==> config.mk <==
export PLATFORM = sky130hd
export DESIGN_NAME = td4_prog_loader_flat
export DESIGN_NICKNAME = d
export VERILOG_FILES = /design/src/rtl/td4_pkg.sv /design/src/rtl/td4_prog_loader_if.sv /design/src/rtl/td4_prog_ram.sv /design/src/rtl/td4_prog_loader.sv /design/src/flat_wrapper.sv
export SDC_FILE = /design/constraint.sdc
export NUM_CORES = 1
export LEC_CHECK = 0
export BUFFER_PORTS_ARGS = -buffer_cell sky130_fd_sc_hd__buf_2
export CAP_MARGIN = 20
export CORE_ASPECT_RATIO = 0.6
export CORE_MARGIN = 8
export CORE_UTILIZATION = 60
export CTS_CLUSTER_DIAMETER = 80
export CTS_CLUSTER_SIZE = 25
export DETAILED_ROUTE_END_ITERATION = 10
export GPL_TIMING_DRIVEN = 0
export MAX_ROUTING_LAYER = met4
export PLACE_DENSITY = 0.78
export REMOVE_ABC_BUFFERS = 1
export SYNTH_ARGS = -nofsm -noshare
export SYNTH_HDL_FRONTEND = slang
export SYNTH_SLANG_ARGS = --single-unit
==> constraint.sdc <==
create_clock -name CLK -period 2.5 [get_ports CLK]
set_input_delay 0.25 -clock CLK [delete_from_list [all_inputs] [get_ports CLK]]
set_output_delay 0.25 -clock CLK [all_outputs]
set_load 0.01 [all_outputs]
==> src/rtl/td4_pkg.sv <==
// Shared TD4 definitions: bus widths, program depth and the loader state encoding.
package td4_pkg;

    localparam int TD4_ADDR_W     = 4;
    localparam int TD4_DATA_W     = 8;
    localparam int TD4_PROG_DEPTH = 2 ** TD4_ADDR_W;

    // Loader FSM states.
    typedef enum logic [1:0] {
        IDLE  = 2'd0,
        LOAD  = 2'd1,
        CHECK = 2'd2,
        FAULT = 2'd3
    } ld_state_e;

endpackage

==> src/rtl/td4_prog_loader_if.sv <==
// Program-load stream plus the td4 program-memory read port, bundled as one bus.
interface td4_prog_loader_if
    import td4_pkg::*;
#(
    parameter int ADDR_W = TD4_ADDR_W,
    parameter int DATA_W = TD4_DATA_W
);

    logic              LD_START;
    logic              LD_VALID;
    logic [DATA_W-1:0] LD_DATA;
    logic              LD_READY;
    logic [ADDR_W-1:0] MEM_ADDR;
    logic [DATA_W-1:0] MEM_DATA;
    logic              HOLD;
    logic              DONE;
    logic              ERR;

    // System side: issues the stream and the core's read address.
    modport master (
        output LD_START, LD_VALID, LD_DATA, MEM_ADDR,
        input  LD_READY, MEM_DATA, HOLD, DONE, ERR
    );

    // Loader side.
    modport slave (
        input  LD_START, LD_VALID, LD_DATA, MEM_ADDR,
        output LD_READY, MEM_DATA, HOLD, DONE, ERR
    );

endinterface

==> src/rtl/td4_prog_ram.sv <==
// 2**ADDR_W x DATA_W program store: synchronous write, clear-all on RST, asynchronous read.
module td4_prog_ram
    import td4_pkg::*;
#(
    parameter int ADDR_W = TD4_ADDR_W,
    parameter int DATA_W = TD4_DATA_W
) (
    input  logic              CLK,
    input  logic              RST,
    input  logic              we,
    input  logic [ADDR_W-1:0] waddr,
    input  logic [DATA_W-1:0] wdata,
    input  logic [ADDR_W-1:0] raddr,
    output logic [DATA_W-1:0] rdata
);

    localparam int DEPTH = 2 ** ADDR_W;

    logic [DATA_W-1:0] mem [DEPTH];

    // Write port; reset wipes every word so a partial image never survives.
    // NOTE: resetting every word forces this into plain flops instead of an
    // inferred RAM block; that is intended, the clear-all is functional here.
    always_ff @(posedge CLK) begin
        if (RST) begin
            for (int i = 0; i < DEPTH; i++) begin
                mem[i] <= '0;
            end
        end else if (we) begin
            mem[waddr] <= wdata;
        end
    end

    // Read is combinational: a same-cycle write is seen only after the edge.
    assign rdata = mem[raddr];

endmodule

==> src/rtl/td4_prog_loader.sv <==
// TD4 program loader: fills the program RAM from a valid/ready byte stream,
// optionally verifies a trailing mod-2**DATA_W checksum, and holds the core meanwhile.
module td4_prog_loader
    import td4_pkg::*;
#(
    parameter int ADDR_W   = TD4_ADDR_W,
    parameter int DATA_W   = TD4_DATA_W,
    parameter bit CHECKSUM = 1'b1
) (
    input logic               CLK,
    input logic               RST,
    td4_prog_loader_if.slave  bus
);

    localparam logic [ADDR_W-1:0] LAST_IDX = '1;

    ld_state_e         state_q;
    ld_state_e         state_d;
    logic [ADDR_W-1:0] idx_q;
    logic [DATA_W-1:0] sum_q;
    logic              done_q;

    logic              ld_ready;
    logic              hold;
    logic              err;
    logic              xfer;
    logic              start_load;
    logic              finish_ok;
    logic              ram_we;

    // A byte moves only when the source offers it and the loader is accepting.
    assign xfer = bus.LD_VALID & ld_ready;

    // A new load may begin from IDLE or FAULT; LOAD/CHECK ignore LD_START.
    assign start_load = bus.LD_START & ((state_q == IDLE) | (state_q == FAULT));

    // Any return to IDLE other than via reset is a successful completion.
    assign finish_ok = ((state_q == LOAD) | (state_q == CHECK)) & (state_d == IDLE);

    // Only program bytes go to RAM; the checksum byte is compared, not stored.
    assign ram_we = xfer & (state_q == LOAD);

    // State register.
    // NOTE: every clocked block uses non-blocking assignments so all registers
    // update together from the values present before the edge.
    always_ff @(posedge CLK) begin
        if (RST) begin
            state_q <= IDLE;
        end else begin
            state_q <= state_d;
        end
    end

    // Next-state decode.
    // NOTE: state_d takes a default before the case so every path assigns it
    // and no latch is inferred.
    always_comb begin
        state_d = state_q;
        case (state_q)
            IDLE: begin
                if (bus.LD_START) state_d = LOAD;
            end
            LOAD: begin
                if (xfer && (idx_q == LAST_IDX)) begin
                    state_d = CHECKSUM ? CHECK : IDLE;
                end
            end
            CHECK: begin
                if (xfer) state_d = (bus.LD_DATA == sum_q) ? IDLE : FAULT;
            end
            FAULT: begin
                if (bus.LD_START) state_d = LOAD;
            end
            default: state_d = IDLE;
        endcase
    end

    // Moore outputs decoded from the registered state only.
    always_comb begin
        ld_ready = 1'b0;
        hold     = 1'b0;
        err      = 1'b0;
        case (state_q)
            IDLE: begin
                ld_ready = 1'b0;
            end
            LOAD, CHECK: begin
                ld_ready = 1'b1;
                hold     = 1'b1;
            end
            FAULT: begin
                hold = 1'b1;
                err  = 1'b1;
            end
            default: begin
                ld_ready = 1'b0;
            end
        endcase
    end

    // Index counter, checksum accumulator and the sticky DONE flag.
    always_ff @(posedge CLK) begin
        if (RST) begin
            idx_q  <= '0;
            sum_q  <= '0;
            done_q <= 1'b0;
        end else begin
            if (start_load) begin
                idx_q  <= '0;
                sum_q  <= '0;
                done_q <= 1'b0;
            end else if (ram_we) begin
                idx_q <= idx_q + ADDR_W'(1);
                sum_q <= sum_q + bus.LD_DATA;
            end
            if (finish_ok) begin
                done_q <= 1'b1;
            end
        end
    end

    td4_prog_ram #(
        .ADDR_W (ADDR_W),
        .DATA_W (DATA_W)
    ) u_ram (
        .CLK   (CLK),
        .RST   (RST),
        .we    (ram_we),
        .waddr (idx_q),
        .wdata (bus.LD_DATA),
        .raddr (bus.MEM_ADDR),
        .rdata (bus.MEM_DATA)
    );

    assign bus.LD_READY = ld_ready;
    assign bus.HOLD     = hold;
    assign bus.ERR      = err;
    assign bus.DONE     = done_q;

endmodule
==> src/flat_wrapper.sv <==
// flat-port wrapper written by rule: the top's interface ports become plain ports
module td4_prog_loader_flat import td4_pkg::*;
#(
    parameter int ADDR_W   = TD4_ADDR_W,
    parameter int DATA_W   = TD4_DATA_W,
    parameter bit CHECKSUM = 1'b1
)
  (CLK, RST, bus_LD_START, bus_LD_VALID, bus_LD_DATA, bus_MEM_ADDR, bus_LD_READY, bus_MEM_DATA, bus_HOLD, bus_DONE, bus_ERR);
  td4_prog_loader_if #(.ADDR_W(ADDR_W), .DATA_W(DATA_W)) bus_i ();
  input logic CLK;
  input logic RST;
  input wire logic [$bits(bus_i.LD_START)-1:0] bus_LD_START;
  input wire logic [$bits(bus_i.LD_VALID)-1:0] bus_LD_VALID;
  input wire logic [$bits(bus_i.LD_DATA)-1:0] bus_LD_DATA;
  input wire logic [$bits(bus_i.MEM_ADDR)-1:0] bus_MEM_ADDR;
  output wire logic [$bits(bus_i.LD_READY)-1:0] bus_LD_READY;
  output wire logic [$bits(bus_i.MEM_DATA)-1:0] bus_MEM_DATA;
  output wire logic [$bits(bus_i.HOLD)-1:0] bus_HOLD;
  output wire logic [$bits(bus_i.DONE)-1:0] bus_DONE;
  output wire logic [$bits(bus_i.ERR)-1:0] bus_ERR;
  assign bus_i.LD_START = bus_LD_START;
  assign bus_i.LD_VALID = bus_LD_VALID;
  assign bus_i.LD_DATA = bus_LD_DATA;
  assign bus_i.MEM_ADDR = bus_MEM_ADDR;
  assign bus_LD_READY = bus_i.LD_READY;
  assign bus_MEM_DATA = bus_i.MEM_DATA;
  assign bus_HOLD = bus_i.HOLD;
  assign bus_DONE = bus_i.DONE;
  assign bus_ERR = bus_i.ERR;
  td4_prog_loader #(.ADDR_W(ADDR_W), .DATA_W(DATA_W), .CHECKSUM(CHECKSUM)) u_core (.CLK(CLK), .RST(RST), .bus(bus_i));
endmodule
* Yosys cells after proc, flatten, opt, wreduce, memory -nomap -nowiden
Memory sizes are Yosys's and may differ from the RTL's.
Cells that the tools add are included.
** Storage, ports and cells
- Register bits after elaboration :: 15
- RAM bits :: 128
- Input bits :: 16
- Output and inout port bits :: 12
- Word-level logic and storage cells :: 45
- Memories :: 1
** Memories
- u_core.u_ram.mem :: depth 16, bits a word 8, rd ports 1, clocked after memory_dff 0, wr ports 16, RTL line td4_prog_ram.sv:19 : logic [DATA_W-1:0] mem [DEPTH];
** Operators by class
- Add/sub/neg operators :: 2
- Equal/unequal tests :: 5
- Multiplexer cells :: 18
- Bitwise gates (word level) :: 6
- Reductions and logical operators :: 9
** Operators with widths (number)
- 2-to-1 mux 1 bit :: 11
- adder 8 bit :: 1
- equality test 8 bit :: 1
- 2-to-1 mux 2 bit :: 4
- 2-to-1 mux 8 bit :: 1
- OR reduction 8 bit :: 1
- one-hot mux 2 bit (3 select lines) :: 1
- OR reduction 2 bit :: 3
- adder 4 x 1 -> 4 bit (second input constant) :: 1
- bitwise AND 1 bit :: 4
- equality test 2 bit (second input constant) :: 2
- equality test 4 bit (second input constant) :: 1
- zero test 2 bit :: 2
- 2-to-1 mux 4 bit :: 1
- OR reduction 3 bit :: 1
- equality test 2 x 1 -> 1 bit (second input constant) :: 1
- OR 1 bit :: 2
- nonzero test 2 bit :: 1
- logical AND 1 bit :: 1

* Logic depth before layout (Yosys ltp)
- Depth after elaboration :: 10
- Gate-level depth with buffers :: 8
- Mapped depth without buffers :: 8

* By module
Synthesis repeated with hierarchy kept, for this count alone.
** Second synthesis, totals
- Cells, all modules :: 502
- Area, all modules :: 6886.6 um^2
** Modules (own cells, without submodules)
- td4_prog_ram :: instances 1, cells each 375, area an instance 5861.9 um^2, seq. area each 3843.7 um^2
- td4_prog_loader :: instances 1, cells each 127, area an instance 1024.7 um^2, seq. area each 300.3 um^2

* Worst setup path after synthesis
No wires, ideal clock.
- Path type :: flip-flop to flip-flop
- Start point :: reg u_core.state_q[1]
- End point :: mem u_core.u_ram.mem[2][0] (netlist bit), enable pin
- Library setup time :: 0.329 ns
- Arrival :: 1.663 ns
- Required time :: 2.171 ns
- Setup slack :: 0.508 ns
- Cell stages (with the launch flop) :: 8
- Buffers on the path :: 0
- Clock period less this slack :: 1.992 ns
- Path through :: dfxtp_1 inv_1 ha_1 nand2_1 nor2_1 nand2_1 nor3_1 or2_1
** RTL lines
- start, declared :: RTL line td4_prog_loader.sv:17 : ld_state_e state_q;
- start signal, assigned :: RTL line td4_prog_loader.sv:50 : state_q <= state_d;
- end, declared :: RTL line td4_prog_ram.sv:19

==> summary.md <==
| Metric | Value |
|---|---|
| Sequential element share of the synthesized area | `0.587` |
| Sum of routed wire length over all layers | `15.4 mm` |
| Arrival time at the worst endpoint | `2.61 ns` |
| Overall die height | `100 um` |
| Worst hold slack across all endpoints | `0.268 ns` |
| Min Clock Period, post-route | `2.49 ns` |
| Number of clock buffers inserted by TritonCTS | `17` |
| CTS tree | `yes` |
| Type of the worst setup path | `reg -> reg` |
| DRC viols | `0` |
| Final Non-Filler Cells | `690` |
| Ratio of cells with drive above 1 in the final layout | `0.215` |
| Post-route clock period utilization | `0.997` |
| Final-report max-slew violation count | `0` |
| Count of flip-flops with a built-in enable after synthesis | `128` |
| Crit path required time | `2.62 ns` |
| Total count of hold-check failures in the final report | `0` |
| Worst slew margin | `0.483` |
| Library cell with the highest instance count after synthesis | `sky130_fd_sc_hd__edfxtp_1` |
| Via total after detailed routing | `4228` |
| Nature of the critical path startpoint | `register` |
| Mean instance size in the synthesized netlist | `14.2 sq um` |
| Destination of the worst register-to-register timing path | `u_core.u_ram.mem[13][1]$_SDFFCE_PN0P_` |
| HPWL reported at the end of detailed placement | `9.77 mm` |
| Clock latency on the worst-skew pair | `approximately 0.42 ns` |
| Element type at the critical path end | `register` |
| Ratio of routed vias to standard cells | `6.13` |
| Largest cells by area after synthesis | `sky130_fd_sc_hd__edfxtp_1 (54%), sky130_fd_sc_hd__and2_1 (10%), sky130_fd_sc_hd__mux4_1 (8.9%), sky130_fd_sc_hd__mux4_2 (5.1%), sky130_fd_sc_hd__dfxtp_1 (4.3%)` |
| Number of violations of the max-capacitance limit | `0` |
| Design Area, Final | `7990 sq um` |
| Wire length on met1 | `6.78 mm` |
| Maximum number of pins on one net before global-route repair | `33` |
| Post-synth cell types | `44` |
| Crit path launch | `u_core.state_q[1]$_SDFF_PP0_` |
| Number of antenna violations at the first check in global routing | `0` |
| Gate count of the mapped netlist | `approximately 500` |
| Area after DPL | `7240 sq um` |
| Sum of met2 wire segment lengths after detailed routing | `7.10 mm` |
| Syn-to-layout area delta | `13.1%` |
| Cell total after placement | `656` |
| Max Clock Skew | `0.00976 ns` |
| DIE AREA | `15600 sq um` |
| Asr flop ratio synth | `0` |
| Maximum buffer depth of the clock tree | `2` |
| ANT nets after route | `0` |
| Status | `finished clean` |
| Leakage power of the design | `around 3.0 nW` |
| Vias in the first global route | `roughly 4100` |
| Number of fill cells in the layout | `739` |
| Achievable Freq | `between 400 and 500 MHz` |
| Flop and latch count out of synthesis | `143` |
| HP Class | `in -> reg` |
| Pre-CTS worst setup slack | `-0.616 ns` |
| Initial DRT Pass Iterations | `5` |
| IO Pins | `28` |
| Number of H-tree branching levels | `4` |
| Clock-pin slew of the registers on the worst-case setup and hold paths | `0.06 ns` |
| Die Wd | `approximately 160 um` |
| Routability Congestion | `0.813` |
| Hold wc startpoint | `RST` |
| Top metal layer carrying routed signals | `met4` |
| Layout Nets | `550` |
| WL per Instance | `22.3 um` |
| Actual transition at the worst max-transition pin | `0.776 ns` |
| Sum of overflow across all layers after global routing | `0` |
| Global-route wire length before repair | `between 20 and 25 mm` |
| Share of Yosys cell area claimed by the top area cell type | `0.544` |
| Final antenna diode count | `0` |
| RSZ-0062 raised after global routing | `yes` |
| Dominant cell type by area after synthesis | `sky130_fd_sc_hd__edfxtp_1` |
| Core Rows | `30` |
| Initial Utilization | `0.621` |
| Routed wire length on met3 | `1.19 mm` |
| Final count of negative-setup-slack endpoints | `0` |
| Count of routing violations after the opening detailed-route iteration | `around 380` |
| Total power of the final layout | `0.00570 W` |
| Total standard cell area after synthesis | `7060 sq um` |
| Final setup slack of the worst path | `0.00833 ns` |
| Most frequent cells after synthesis | `sky130_fd_sc_hd__edfxtp_1 (128), sky130_fd_sc_hd__and2_1 (113), sky130_fd_sc_hd__nor2_1 (29)` |
| Power per cell area | `714 nW/um^2` |
| Critical path endpoint | `u_core.u_ram.mem[13][1]$_SDFFCE_PN0P_` |
| Port Buffer Count | `27` |
| Predominant post-synthesis flop cell | `sky130_fd_sc_hd__edfxtp_1` |
| Worst IR drop on VDD | `0.000653 V` |
| Biggest fanout along the worst timing path | `16` |
| Clock root buffer | `sky130_fd_sc_hd__clkbuf_16` |
| Core box area | `11400 sq um` |
| Number of buffers added to fix hold violations after cts | `0` |
| Total routing usage reported by global routing | `0.210` |
| Launching point of the worst reg2reg path | `u_core.state_q[1]$_SDFF_PP0_` |
| R2R depth | `7` |
| Yosys synthesis warning count | `0` |
| Reg-to-reg slack, setup | `0.008 ns` |
| CTS Sinks | `143` |
## cells by family after synthesis
logic type / share of synthesized area
xor+xnor: 0.00496
compound gates: 0.0298
mux: 0.140
simple gates: 0.179
buf+inv: 0.0276
flops: 0.587
fa+ha+maj: 0.0312
## worst min path at each step
stage,to,slack [ns],cells after the start
6_report,u_core.state_q[0]$_SDFF_PP0_,0.27,2
5_1_grt,u_core.state_q[0]$_SDFF_PP0_,0.30,2
4_1_cts,u_core.state_q[0]$_SDFF_PP0_,0.24,2
3_5_place_dp,u_core.sum_q[0]$_SDFFE_PP0P_,0.46,2
3_3_place_gp,u_core.sum_q[0]$_SDFFE_PP0P_,0.45,2
2_1_floorplan,u_core.state_q[0]$_SDFF_PP0_,0.32,1
## sequential cells by signal, summed over array words and instances (netlist names)
register	flops
u_core.u_ram.mem	128
u_core.sum_q	8
u_core.idx_q	4
u_core.state_q	2
u_core.bus.DONE	1
## routing by layer
metal | global-route usage | vias to the layer above
li1 | - | 1919
met1 | 0.282 | 2099
met2 | 0.310 | 188
met3 | 0.0455 | 22
met4 | 0.0794 | 0
met5 | - | -
## where the power goes
part           internal, W  switching, W  total (W)
clock              0.00150       0.00107    0.00257
combinational     0.000172      0.000252   0.000424
sequential         0.00268     0.0000284    0.00271
## placed cells by master (no fill, tap or decap), drive strengths merged, types with 2 or more instances in the layout
| cell | count |
|---|---|
| nor2 | 29 |
| or2 | 17 |
| clkinv | 4 |
| dfxtp | 15 |
| edfxtp | 128 |
| a21oi | 7 |
| a21o | 2 |
| nand3b | 2 |
| a211o | 3 |
| ha | 16 |
| bufinv | 2 |
| and3 | 2 |
| xor2 | 2 |
| nand2b | 6 |
| o21ai | 5 |
| clkinvlp | 2 |
| xnor2 | 2 |
| a211oi | 4 |
| nor3 | 19 |
| buf | 29 |
| nand3 | 4 |
| nor2b | 4 |
| clkbuf | 17 |
| inv | 18 |
| nor4 | 9 |
| o211ai | 2 |
| a31oi | 2 |
| mux4 | 40 |
| nand2 | 15 |
| and2 | 113 |
## timing repair
item                                    in CTS  in global routing
hold endpoints to repair                     0                  0
pin swaps                                    1                  0
gates resized for setup                     29                 10
setup buffers                                2                  0
cloned                                       0                  0
endpoints found under the setup margin     171                121
## metrics by stage
stage                     utilization  TNS (ns)
after detailed placement        0.637    -42.77
after global placement          0.637    -24.88
after CTS                       0.699   -0.0466
after global routing            0.702     -2.25
final                           0.702         0
after floorplan                     -         0
## layout make-up
cell class,instances,area [sq um],area share
sequential,143,4140,0.519
multi-input combinational,315,2850,0.357
clock buffer,17,425,0.0533
tap,160,200,0.0251
clock inverter,15,173,0.0216
timing repair buffer,29,153,0.0191
inverter,11,41.3,0.00517
## critical path, cell delays in order, from the launching register on
cell and delay, ns:
sky130_fd_sc_hd__dfxtp_1 0.33, sky130_fd_sc_hd__inv_1 0.15, sky130_fd_sc_hd__ha_1 0.21, sky130_fd_sc_hd__nand2_2 0.24
sky130_fd_sc_hd__nor2_2 0.28, sky130_fd_sc_hd__nand2_2 0.25, sky130_fd_sc_hd__nor2_2 0.42, sky130_fd_sc_hd__or2_4 0.30
(Power assumes the default switching activity.)
